===== src/rtl/sys_defs.svh =====
// Shared system-wide widths for the stochastic-computing datapath.
`ifndef SYS_DEFS_SVH
`define SYS_DEFS_SVH

`define OUT_BIN_LEN 8

`endif


===== src/rtl/sc_ctrl_pkg.sv =====
// Shared types and defaults for the stochastic-computing count controller.
package sc_ctrl_pkg;

  localparam int unsigned LEN_W_DEF = 8;

  typedef enum logic [2:0] {
    S_IDLE,
    S_INIT,
    S_STREAM,
    S_DRAIN,
    S_DONE
  } sc_state_e;

endpackage


===== src/rtl/sc_count_ctrl.sv =====
// Job controller for a bitstream counter: preload, stream L cycles, capture, hand off.
`include "sys_defs.svh"

module sc_count_ctrl
  import sc_ctrl_pkg::*;
#(
  parameter int unsigned LEN_W = LEN_W_DEF
) (
  input  logic                    clock,
  input  logic                    reset,
  input  logic                    start_valid,
  output logic                    start_ready,
  input  logic [LEN_W-1:0]        stream_len,
  input  logic [`OUT_BIN_LEN-1:0] start_init_val,
  input  logic                    chain,
  input  logic                    abort,
  output logic                    cnt_init,
  output logic                    cnt_enable,
  output logic [`OUT_BIN_LEN-1:0] cnt_init_val,
  input  logic [`OUT_BIN_LEN-1:0] cnt_value,
  output logic                    result_valid,
  input  logic                    result_ready,
  output logic [`OUT_BIN_LEN-1:0] result_data,
  output logic                    busy
);

  sc_state_e               r_state;
  logic [LEN_W-1:0]        r_len;
  logic [LEN_W-1:0]        r_remain;
  logic [`OUT_BIN_LEN-1:0] r_init_val;
  logic                    r_chain;
  logic                    r_start_ready;
  logic                    r_busy;
  logic                    r_cnt_init;
  logic                    r_cnt_enable;
  logic                    r_result_valid;
  logic [`OUT_BIN_LEN-1:0] r_result_data;
  logic                    w_chain_unused;

  // Chain routing uses the live input at the handshake; the latched copy is kept for debug visibility only.
  assign w_chain_unused = r_chain;

  always_ff @(posedge clock) begin
    if (!reset) begin
      r_state        <= S_IDLE;
      r_len          <= '0;
      r_remain       <= '0;
      r_init_val     <= '0;
      r_chain        <= 1'b0;
      r_start_ready  <= 1'b1;
      r_busy         <= 1'b0;
      r_cnt_init     <= 1'b0;
      r_cnt_enable   <= 1'b0;
      r_result_valid <= 1'b0;
      r_result_data  <= '0;
    end else if (abort && (r_state != S_IDLE)) begin
      r_state        <= S_IDLE;
      r_remain       <= '0;
      r_start_ready  <= 1'b1;
      r_busy         <= 1'b0;
      r_cnt_init     <= 1'b0;
      r_cnt_enable   <= 1'b0;
      r_result_valid <= 1'b0;
    end else begin
      case (r_state)
        S_IDLE: begin
          if (start_valid && r_start_ready) begin
            r_len         <= stream_len;
            r_init_val    <= start_init_val;
            r_chain       <= chain;
            r_start_ready <= 1'b0;
            r_busy        <= 1'b1;
            if (!chain) begin
              r_state    <= S_INIT;
              r_cnt_init <= 1'b1;
            end else if (stream_len == '0) begin
              r_state <= S_DRAIN;
            end else begin
              r_state      <= S_STREAM;
              r_cnt_enable <= 1'b1;
              r_remain     <= stream_len;
            end
          end
        end

        S_INIT: begin
          r_cnt_init <= 1'b0;
          if (r_len == '0) begin
            r_state <= S_DRAIN;
          end else begin
            r_state      <= S_STREAM;
            r_cnt_enable <= 1'b1;
            r_remain     <= r_len;
          end
        end

        // Remaining count of 1 marks the last enable cycle, so a full-scale length never wraps.
        S_STREAM: begin
          r_remain <= r_remain - LEN_W'(1);
          if (r_remain == LEN_W'(1)) begin
            r_state      <= S_DRAIN;
            r_cnt_enable <= 1'b0;
          end
        end

        S_DRAIN: begin
          r_result_data  <= cnt_value;
          r_result_valid <= 1'b1;
          r_state        <= S_DONE;
        end

        S_DONE: begin
          if (result_ready) begin
            r_result_valid <= 1'b0;
            r_start_ready  <= 1'b1;
            r_busy         <= 1'b0;
            r_state        <= S_IDLE;
          end
        end

        default: begin
          r_state        <= S_IDLE;
          r_start_ready  <= 1'b1;
          r_busy         <= 1'b0;
          r_cnt_init     <= 1'b0;
          r_cnt_enable   <= 1'b0;
          r_result_valid <= 1'b0;
        end
      endcase
    end
  end

  assign start_ready  = r_start_ready;
  assign busy         = r_busy;
  assign cnt_init     = r_cnt_init;
  assign cnt_enable   = r_cnt_enable;
  assign cnt_init_val = r_cnt_init ? r_init_val : '0;
  assign result_valid = r_result_valid;
  assign result_data  = r_result_data;

endmodule

===== config.mk =====
export PLATFORM = sky130hd
export DESIGN_NAME = sc_count_ctrl
export DESIGN_NICKNAME = d
export VERILOG_FILES = /design/src/rtl/sc_ctrl_pkg.sv /design/src/rtl/sc_count_ctrl.sv
export VERILOG_INCLUDE_DIRS = /design/src /design/src/rtl
export SDC_FILE = /design/constraint.sdc
export NUM_CORES = 1
export LEC_CHECK = 0
export CORE_AREA = 2 2 57 86
export DETAILED_ROUTE_END_ITERATION = 7
export DIE_AREA = 0 0 59 88
export GPL_TIMING_DRIVEN = 0
export PLACE_DENSITY_LB_ADDON = 0.2
export SYNTH_ARGS = -nofsm -noshare
export SYNTH_HDL_FRONTEND = slang
export SYNTH_SLANG_ARGS = --single-unit

===== constraint.sdc =====
create_clock -name clock -period 1.8 [get_ports clock]
set_input_delay 0.18 -clock clock [delete_from_list [all_inputs] [get_ports clock]]
set_output_delay 0.18 -clock clock [all_outputs]
set_load 0.05 [all_outputs]

# Yosys cells after proc, flatten, opt, wreduce, memory -nomap -nowiden

Index checks and enable logic that the tools add are counted.
Widths: inputs -> output; s select.

Flip-flop bits (word level): 40
Input port bits: 30
Output and inout port bits: 21
Logic and storage cells: 78

Add/subtract/negate cells: 1
Eq/ne operators: 12
Mux-type cells: 29
Bitwise logic cells: 6
Reductions and logical operators: 20

Operator list:

| kind                | count |
|---|---|
| $mux 8              | 5 |
| $pmux 8 s3          | 1 |
| $logic_not 8->1     | 2 |
| $pmux 3 s5          | 1 |
| $ne 2x2->1 const B  | 7 |
| $mux 1              | 13 |
| $reduce_and 3->1    | 4 |
| $mux 3              | 3 |
| $pmux 1 s3          | 3 |
| $reduce_or 3->1     | 3 |
| $eq 8x1->1 const B  | 1 |
| $sub 8x1->8 const B | 1 |
| $eq 3x2->1 const B  | 2 |
| $not 1->1           | 6 |
| $reduce_and 6->1    | 1 |
| $reduce_bool 3->1   | 2 |
| $reduce_and 5->1    | 1 |
| $pmux 1 s4          | 1 |
| $reduce_and 2->1    | 2 |
| $reduce_or 2->1     | 2 |
| $eq 3x1->1 const B  | 1 |
| $eq 3x3->1 const B  | 1 |
| $logic_not 3->1     | 1 |
| $logic_and 1x1->1   | 2 |
| other kinds (2)     | 2 |

# Logic depth before layout (Yosys ltp)

Gate-level depths: netlist of run 1.

Word-level depth: 5
Depth in mapped cells: 8
Depth with buffers taken out: 7

# Worst setup path after synthesis of run 1

Ideal clock, no wire load.

Path kind: register -> register
From: register r_start_ready, in the netlist start_ready
To: register r_remain[4]
Setup time: 0.067 ns
Data arrival time: 1.849 ns
Data required time: 1.733 ns
Path slack: -0.116 ns
Cell stages (with the launch flop): 6
Buffers on the path: 1
Clock period less this slack: 1.916 ns
Path through: dfxtp_1 > o2111ai_2 > a211o_1 > buf_6 > or3_4 > a21oi_2

Cells in the longest elaborated chain, start to end: 3

Ends and longest elaborated chain:

| element                    | RTL line            | source |
|---|---|---|
| start: declaration         | sc_count_ctrl.sv:32 | `logic r_start_ready;` |
| start signal: assignment   | sc_count_ctrl.sv:50 | `r_start_ready <= 1'b1;` |
| start signal: assignment   | sc_count_ctrl.sv:59 | `r_start_ready <= 1'b1;` |
| start signal: assignment   | sc_count_ctrl.sv:71 | `r_start_ready <= 1'b0;` |
| $logic_and 1x1->1          | sc_count_ctrl.sv:67 | `if (start_valid && r_start_ready) begin` |
| $ne 2x2->1 (no line)       | n/a                 |  |
| $reduce_and 5->1 (no line) | n/a                 |  |
| end signal: assignment     | sc_count_ctrl.sv:81 | `r_remain <= stream_len;` |
| end signal: assignment     | sc_count_ctrl.sv:93 | `r_remain <= r_len;` |
| end signal: assignment     | sc_count_ctrl.sv:99 | `r_remain <= r_remain - LEN_W'(1);` |
| end: declaration           | sc_count_ctrl.sv:29 | `logic [LEN_W-1:0] r_remain;` |

Every way passes these cells.
A chain may end at the register's enable or synchronous reset.

# Final worst setup path of run 1

From: register r_len[3]
To: register r_remain[4]

Cells in the longest elaborated chain, start to end: 3

Ends and longest elaborated chain:

| element                    | RTL line            | source |
|---|---|---|
| start: declaration         | sc_count_ctrl.sv:28 | `logic [LEN_W-1:0] r_len;` |
| start signal: assignment   | sc_count_ctrl.sv:68 | `r_len <= stream_len;` |
| $logic_not 8->1            | sc_count_ctrl.sv:88 | `if (r_len == '0) begin` |
| $ne 2x2->1 (no line)       | n/a                 |  |
| $reduce_and 5->1 (no line) | n/a                 |  |

Every way passes these cells.

==> key figures, run 1 <==
Detailed routing
  • Routed WL: 5303 um
  • Vias/cell: 5.467
  • Via count: 1990
  • DR pass1 iterations: 4
  • Iteration-0 DRC Markers: 42
  • Drc violations: 0
  • DRT antenna net count: 0
  • WL per Instance: ~15 um

Synthesis
  • FF+latch count, synth: 40
  • Post-synthesis mux area share: 5.260%
  • Post-Synth Adder-Cell Area: 1.195%
  • Seq/Total Area, Yosys: 38.25%
  • Post-synthesis async set-or-reset flop share: 0%
  • Yosys warnings: 0
  • Syn avg cell area: 8.209 um2
  • Number of enable flip-flop cells after synthesis: 0
  • Most used DFF post-synth: dfxtp_1
  • Post-Syn Nets: 287
  • Xor/xnor share of the synthesized area: 1.674%
  • Synth Cell Area: ~2100 um2
  • Largest family of logic cells by synthesized area: simple AND/OR/NAND/NOR gates
  • Post-synthesis simple-gate area fraction: 26.96%
  • Post-synthesis instance total: 255
  • Synth cell types: between 40 and 50
  • Compound-cell area share of the yosys netlist: 22.12%

Floorplanning
  • I/O pin cnt: 51
  • DIE HEIGHT: 88 um
  • Chip width: 59 um
  • Core Footprint: roughly 4400 um2
  • Die Area: 5192 um2
  • Initial core utilization: 47.26%
  • Rows: 30

Layout
  • Final Cell Area: 2858 um2
  • FF/Latch Area: between 800 and 900 um2
  • # fillers: between 400 and 500
  • Fin cells: ~360
  • Area grow syn2layout: 36.52%
  • Layout cells sized above 1: 15.19%
  • Number of diodes: 0
  • Nets@finish: approximately 350
  • Util after Layout: around 65%
  • Multi-input logic area: between 1000 and 1500 um2

Clock network
  • Clock latency on the worst-skew pair: 300 ps
  • Clock sinks: 40
  • CTS tree: yes
  • CTS Buffer Depth: 2
  • Cts bufs inserted: 5
  • H-tree depth: 2
  • Clock Tree Root: clkbuf_8
  • CTS clk-pin slew, worst paths: ~90 ps

Global route
  • Gr usage total: 21.79%
  • Global-route wire length before repair: between 8000 and 9000 um
  • Number of global-route vias before repair: just under 2000
  • Initial antenna violation count: 0
  • Pin count of the biggest net entering global routing: 14
  • Gr ovfl total: 0

Timing
  • Crit share post-route: 99.21%
  • Worst Hold Slack: 195.3 ps
  • Max Freq: 0.5600 GHz
  • Final Max Tran Viols: 0
  • RSZ-0062 raised after global routing: yes
  • Max_slew headroom: ~45%
  • Clock Skews: 8.293 ps
  • # setup viols final: 0
  • Worst slew pin tran: 817.1 ps
  • Hold Fails Final Rpt: 0
  • Minimum clock period: 1786 ps
  • Total negative setup slack: 0 ps

Power
  • Net Sw Frac: 39.82%
  • Clk pwr share: between 10% and 20%
  • Sequential Power Share: a little under two fifths
  • Worst VDD drop: about 0.78 mV
  • LEAKAGE: 1.123 nW
  • Pint: roughly 1.9 mW
  • Power density over the cells: 1127 nW/um2
  • NetSw: 1.283 mW
  • Comb power frac: 44.5%

Critical path
  • Critical path capture point type: flip-flop
  • Reg-to-reg setup timing slack: 10 ps
  • Critical path arrival: 1950 ps
  • CP endpoint: r_remain[4]
  • Cell Chain, Critical Path: or4_4 > nor3_4 > a211o_1 > buf_6 > or3_4 > a21oi_2
  • Crit Reg-Reg Startpoint: r_len[3]
  • CP Launch Point: r_len[3]
  • CP max-delay cell: or4_4
  • Startpoint Class: flip-flop
  • Reg-to-Reg End: r_remain[4]
  • WP data required: 1960 ps
  • Critical path peak fanout: 5
  • CP max stage delay: 550 ps
  • Setup CP Type: reg2reg
  • Worst reg-to-reg path cell count: 6

Placement
  • PortBufs: 50
  • Placed Area: 2655 um2
  • Placed insts: 353
  • Dpl hpwl: 3875 um
  • Routability cong.: approximately 0.9

Run
  • Max cap viols: 0

Run status
  • Status: finished clean

Hold path
  • HP Class: in2reg
## critical path: cells and delay by family, from the launching register on
kind                   cells  cell delay (ps)
flip-flops                 1              340
AO/OA/AOI/OAI              2              270
buffers and inverters      1              150
AND/OR/NAND/NOR            3              900
## flip-flops by register name, summed over array words and instances (netlist names), 3 cells and up
register,cells
r_len,8
r_init_val,8
r_remain,8
r_state,3
result_data,8
## power groups by stage
stage / clock network (mW) / registers [mW] / logic [mW]
final: 0.608 / 1.18 / 1.43
after CTS: 0.619 / 1.15 / 1.33
after global placement: 0 / 1.16 / 1.28
after detailed placement: 0 / 1.17 / 1.29
after global routing: 0.660 / 1.21 / 1.58
after floorplan: 0 / 1.23 / 0.860
## cell usage after synthesis, types with 3 or more instances
library cell	number	area share [%]
nand2_1	53	9.5
dfxtp_1	40	38
a21oi_1	16	3.8
a21boi_0	15	5.4
and2_1	12	3.6
mux2i_1	11	5.3
nor2b_1	10	3.0
o21ai_0	10	2.4
clkbuf_1	7	1.3
inv_1	7	1.3
a31oi_1	5	1.5
nor2_1	5	0.90
buf_2	4	0.96
nand3b_1	4	1.4
nor3_1	4	0.96
o22ai_1	4	1.2
xor2_1	4	1.7
a22oi_1	3	1.1
or2_2	3	0.90
or4_1	3	1.1
## timing repair
item | in CTS | in global routing
gates resized for setup | 21 | 25
gates cloned | 0 | 1
buffers inserted | 1 | 4
hold buffers | 0 | 0
setup endpoints to repair | 27 | 23
pin swaps | 2 | 7
## routing by layer
metal | GRT usage, % | vias up | share of wire, %
met5 | 0 | - | 0
met4 | 8.884 | 0 | 1.2
met3 | 5.761 | 5 | 5.3
met2 | 37.37 | 60 | 52
met1 | 25.25 | 912 | 42
li1 | - | 1013 | -
## worst min path at each step
stage,from,to,slack (ps),cells past startpoint
4_1_cts,stream_len[6],r_len[6],330,3
5_1_grt,stream_len[3],r_len[3],220,3
3_5_place_dp,cnt_enable,cnt_enable,450,2
2_1_floorplan,stream_len[1],r_len[1],310,2
3_3_place_gp,r_init_val[4],r_init_val[4],450,2
6_report,stream_len[3],r_len[3],200,3
## layout make-up
| cell class | instances | share of cell area, % |
|---|---|---|
| Inverter | 7 | 0.9194 |
| Buffer | 10 | 2.145 |
| Clock buffer | 6 | 2.539 |
| Multi-Input combinational cell | 195 | 44.35 |
| Clock inverter | 2 | 0.5692 |
| Sequential cell | 40 | 28.24 |
| Timing Repair Buffer | 56 | 19.13 |
| Tap cell | 48 | 2.102 |
## kinds of logic (layout without fill, tap and decap cells)
| group | after synthesis | in the layout |
|---|---|---|
| AND/OR/NAND/NOR | 109 | 109 |
| AO/OA/AOI/OAI | 69 | 69 |
| flip-flops | 40 | 40 |
| buffers and inverters | 20 | 81 |
| multiplexers | 11 | 11 |
| XOR/XNOR | 4 | 4 |
| adder cells (fa/ha/maj) | 2 | 2 |
## metrics by stage
step / worst slack [ps] / power, mW
CTS: 6.064 / 3.101
global route: -49.42 / 3.446
floorplan: 110.4 / 2.094
global placement: -379.6 / 2.446
detailed placement: -356.3 / 2.458
finish: 14.16 / 3.222
## cells in the final DEF (no fill, tap or decap), types with 9 or more instances in the layout
cell and n:
nand2_1 50, dfxtp_1 35, clkdlybuf4s50_1 32, a21boi_0 15, a21oi_1 15, and2_1 12
dlygate4sd2_1 12, mux2i_1 11, o21ai_0 10, nor2b_1 9
(Power assumes the default switching activity.)
==> inputs of run 2 (changes only) <==
==> constraint.sdc (replaced) <==
create_clock -name clock -period 1.8 [get_ports clock]
set_input_delay 0.36 -clock clock [delete_from_list [all_inputs] [get_ports clock]]
set_output_delay 0.36 -clock clock [all_outputs]
set_load 0.05 [all_outputs]
==> run 2 against run 1 <==
The flow now finishes with violations (negative setup slack). Largest power group unchanged. Clock-buffer cell count unchanged. Critical endpoint unchanged. Critical path depth up 1. Non-clock buffer count up 1. Fmax decreased by 1.7%. Via count fell by 0.60%. Sequential share of layout area up 0.13 points.
==> key figures, run 2 (synthesized netlist as in run 1, its figures left out) <==
Timing
  • Crit share post-route: 100.9%
  • Max_slew headroom: 45.57%
  • Minimum clock period: roughly 1800 ps
  • Clock Skews: about 9.4 ps
  • Setup WS post-layout: -16.90 ps
  • Max Freq: 0.5504 GHz
  • Final Max Tran Viols: 0
  • # setup viols final: 1
  • Worst slew pin tran: 812.0 ps
  • RSZ-0062 raised after global routing: yes
  • Hold Fails Final Rpt: 0
  • Total negative setup slack: -16.90 ps

Floorplanning
  • Core Footprint: 4429 um2
  • DIE HEIGHT: 88 um
  • I/O pin cnt: roughly 50
  • Initial core utilization: a little under half
  • Chip width: 59 um
  • Rows: 30
  • Die Area: slightly above 5000 um2

Run status
  • Status: finished, violations left
  • Failing checks: negative setup slack

Critical path
  • CP max-delay cell: or4_4
  • Cell Chain, Critical Path: dlygate4sd2_1 > or4_4 > o2111ai_2 > a211o_1 > buf_6 > or3_4 > a21oi_2
  • Reg-to-reg setup timing slack: around 20 ps
  • WP data required: between 1500 and 2000 ps
  • Setup CP Type: in2reg
  • CP max stage delay: 560 ps
  • Critical path capture point type: flip-flop
  • Critical path peak fanout: 5
  • Startpoint Class: primary input
  • Critical path arrival: 1970 ps

Detailed routing
  • Iteration-0 DRC Markers: 57
  • Routed WL: 5214 um
  • WL per Instance: 14.28 um
  • DRT antenna net count: 0
  • Via count: a little under 2000
  • Drc violations: 0
  • DR pass1 iterations: 4
  • Vias/cell: around 5.4

Clock network
  • CTS tree: yes
  • Cts bufs inserted: 5
  • H-tree depth: 2
  • CTS Buffer Depth: 2
  • Clock Tree Root: clkbuf_8
  • Clock sinks: 40
  • Clock latency on the worst-skew pair: 290 ps
  • CTS clk-pin slew, worst paths: 80 ps

Power
  • Net Sw Frac: 39.49%
  • NetSw: 1.254 mW
  • Pint: between 1.5 and 2 mW
  • Worst VDD drop: 0.7706 mV
  • Clk pwr share: 19.1%
  • Comb power frac: 44.4%
  • LEAKAGE: between 1 and 1.5 nW
  • Sequential Power Share: 36.6%
  • Tot Pwr: 3.175 mW
  • Power density over the cells: 1118 nW/um2

Placement
  • Dpl hpwl: 3875 um
  • Placed insts: around 350
  • Placed Area: roughly 2700 um2
  • Post-Place Worst Slack: -536.3 ps
  • PortBufs: 50
  • Routability cong.: 0.9209

Global route
  • Gr usage total: 22.00%
  • Global-route wire length before repair: 8887 um
  • Pin count of the biggest net entering global routing: 14
  • Initial antenna violation count: 0
  • Number of global-route vias before repair: 1955
  • Gr ovfl total: 0

Layout
  • Layout cells sized above 1: 16.40%
  • Area grow syn2layout: 35.68%
  • Commonest non-fill, non-tap cell in the layout: nand2_1
  • Final Cell Area: 2840 um2
  • Nets@finish: 348
  • # fillers: roughly 420
  • Most frequent cells in the layout: nand2_1, dfxtp_1, dlygate4sd2_1
  • Fin cells: 365
  • Number of diodes: 0

Hold path
  • HP Class: reg2reg

Run
  • Max cap viols: 0
==> run 2: changes by cell type in the layout (fill, tap and decap cells not counted) <==
cell             change
a21oi_2              -1
nand2_2              -2
dlymetal6s2s_1       -3
a31oi_2              -1
clkdlybuf4s50_1     -13
dfxtp_1              +1
dlygate4sd2_1        +9
a31oi_1              +1
a21oi_1              +1
clkbuf_4             +1
clkdlybuf4s15_1      -1
clkdlybuf4s15_2      +8
dfxtp_2              -1
nand2_1              +2
==> run 2: cell type report <==
| cell class | instances | area, um2 | area share (%) |
|---|---|---|---|
| Buffer | 12 | 76.32 | 2.687 |
| Clock buffer | 6 | 72.57 | 2.555 |
| Clock inverter | 2 | 16.27 | 0.5727 |
| Inverter | 7 | 26.28 | 0.9251 |
| Multi-Input combinational cell | 195 | 1252 | 44.10 |
| Sequential cell | 40 | 805.8 | 28.37 |
| Tap cell | 48 | 60.06 | 2.115 |
| Timing Repair Buffer | 55 | 530.5 | 18.68 |
==> run 2: metrics by stage <==
| step | utilization [%] | hold WS (ps) |
|---|---|---|
| 6_report | 64.12 | 454.6 |
| 5_1_grt | 64.12 | 487.8 |
| 4_1_cts | 62.46 | 461.9 |
| 3_5_place_dp | 59.94 | 450.3 |
| 3_3_place_gp | 59.94 | 446.2 |
| 2_1_floorplan | - | 438.8 |
==> run 2: worst max-delay path: cells and delay by family <==
| family | cells | cell delay (ps) |
|---|---|---|
| AO/OA/AOI/OAI | 3 | 520 |
| buffers and inverters | 2 | 430 |
| AND/OR/NAND/NOR | 2 | 670 |
==> run 2: routing by layer <==
metal / GRT usage, % / vias to the layer above / share of wire (%)
met2: 38.59 / 56 / 53
met4: 8.471 / 0 / 1.2
met3: 5.761 / 5 / 4.7
met5: 0 / - / 0
li1: - / 1018 / -
met1: 24.98 / 899 / 41
==> run 2: power groups by stage <==
stage	Combinational, mW	Clock [mW]	Sequential [mW]
floorplan	0.860	0	1.23
global placement	1.28	0	1.16
detailed placement	1.29	0	1.17
CTS	1.33	0.619	1.15
global route	1.56	0.660	1.19
finish	1.41	0.606	1.16
==> run 2: worst paths after layout <==
check / to / cells after the start / start
max: r_remain[4] / 7 / stream_len[6]
min: cnt_enable / 2 / cnt_enable
max reg2reg: r_remain[4] / 6 / r_len[6]
min reg2reg: cnt_enable / 2 / cnt_enable
==> run 2: timing repair <==
item	CTS	global route
buffers inserted	0	4
setup endpoints to repair	39	31
resized for setup	54	18
hold buffers	0	0
pin swaps	2	13
gates cloned	1	0
==> inputs of run 3 (changes only) <==
--- a/config.mk
+++ b/config.mk
@@ -6,6 +6,7 @@
 export SDC_FILE = /design/constraint.sdc
 export NUM_CORES = 1
 export LEC_CHECK = 0
+export CAP_MARGIN = 20
 export CORE_AREA = 2 2 57 86
 export DETAILED_ROUTE_END_ITERATION = 7
 export DIE_AREA = 0 0 59 88
==> constraint.sdc (replaced) <==
create_clock -name clock -period 1.8 [get_ports clock]
set_input_delay 0.18 -clock clock [delete_from_list [all_inputs] [get_ports clock]]
set_output_delay 0.18 -clock clock [all_outputs]
set_load 0.05 [all_outputs]
==> results of run 3 <==
Final layout, timing and power as in run 1 (identical DEF).
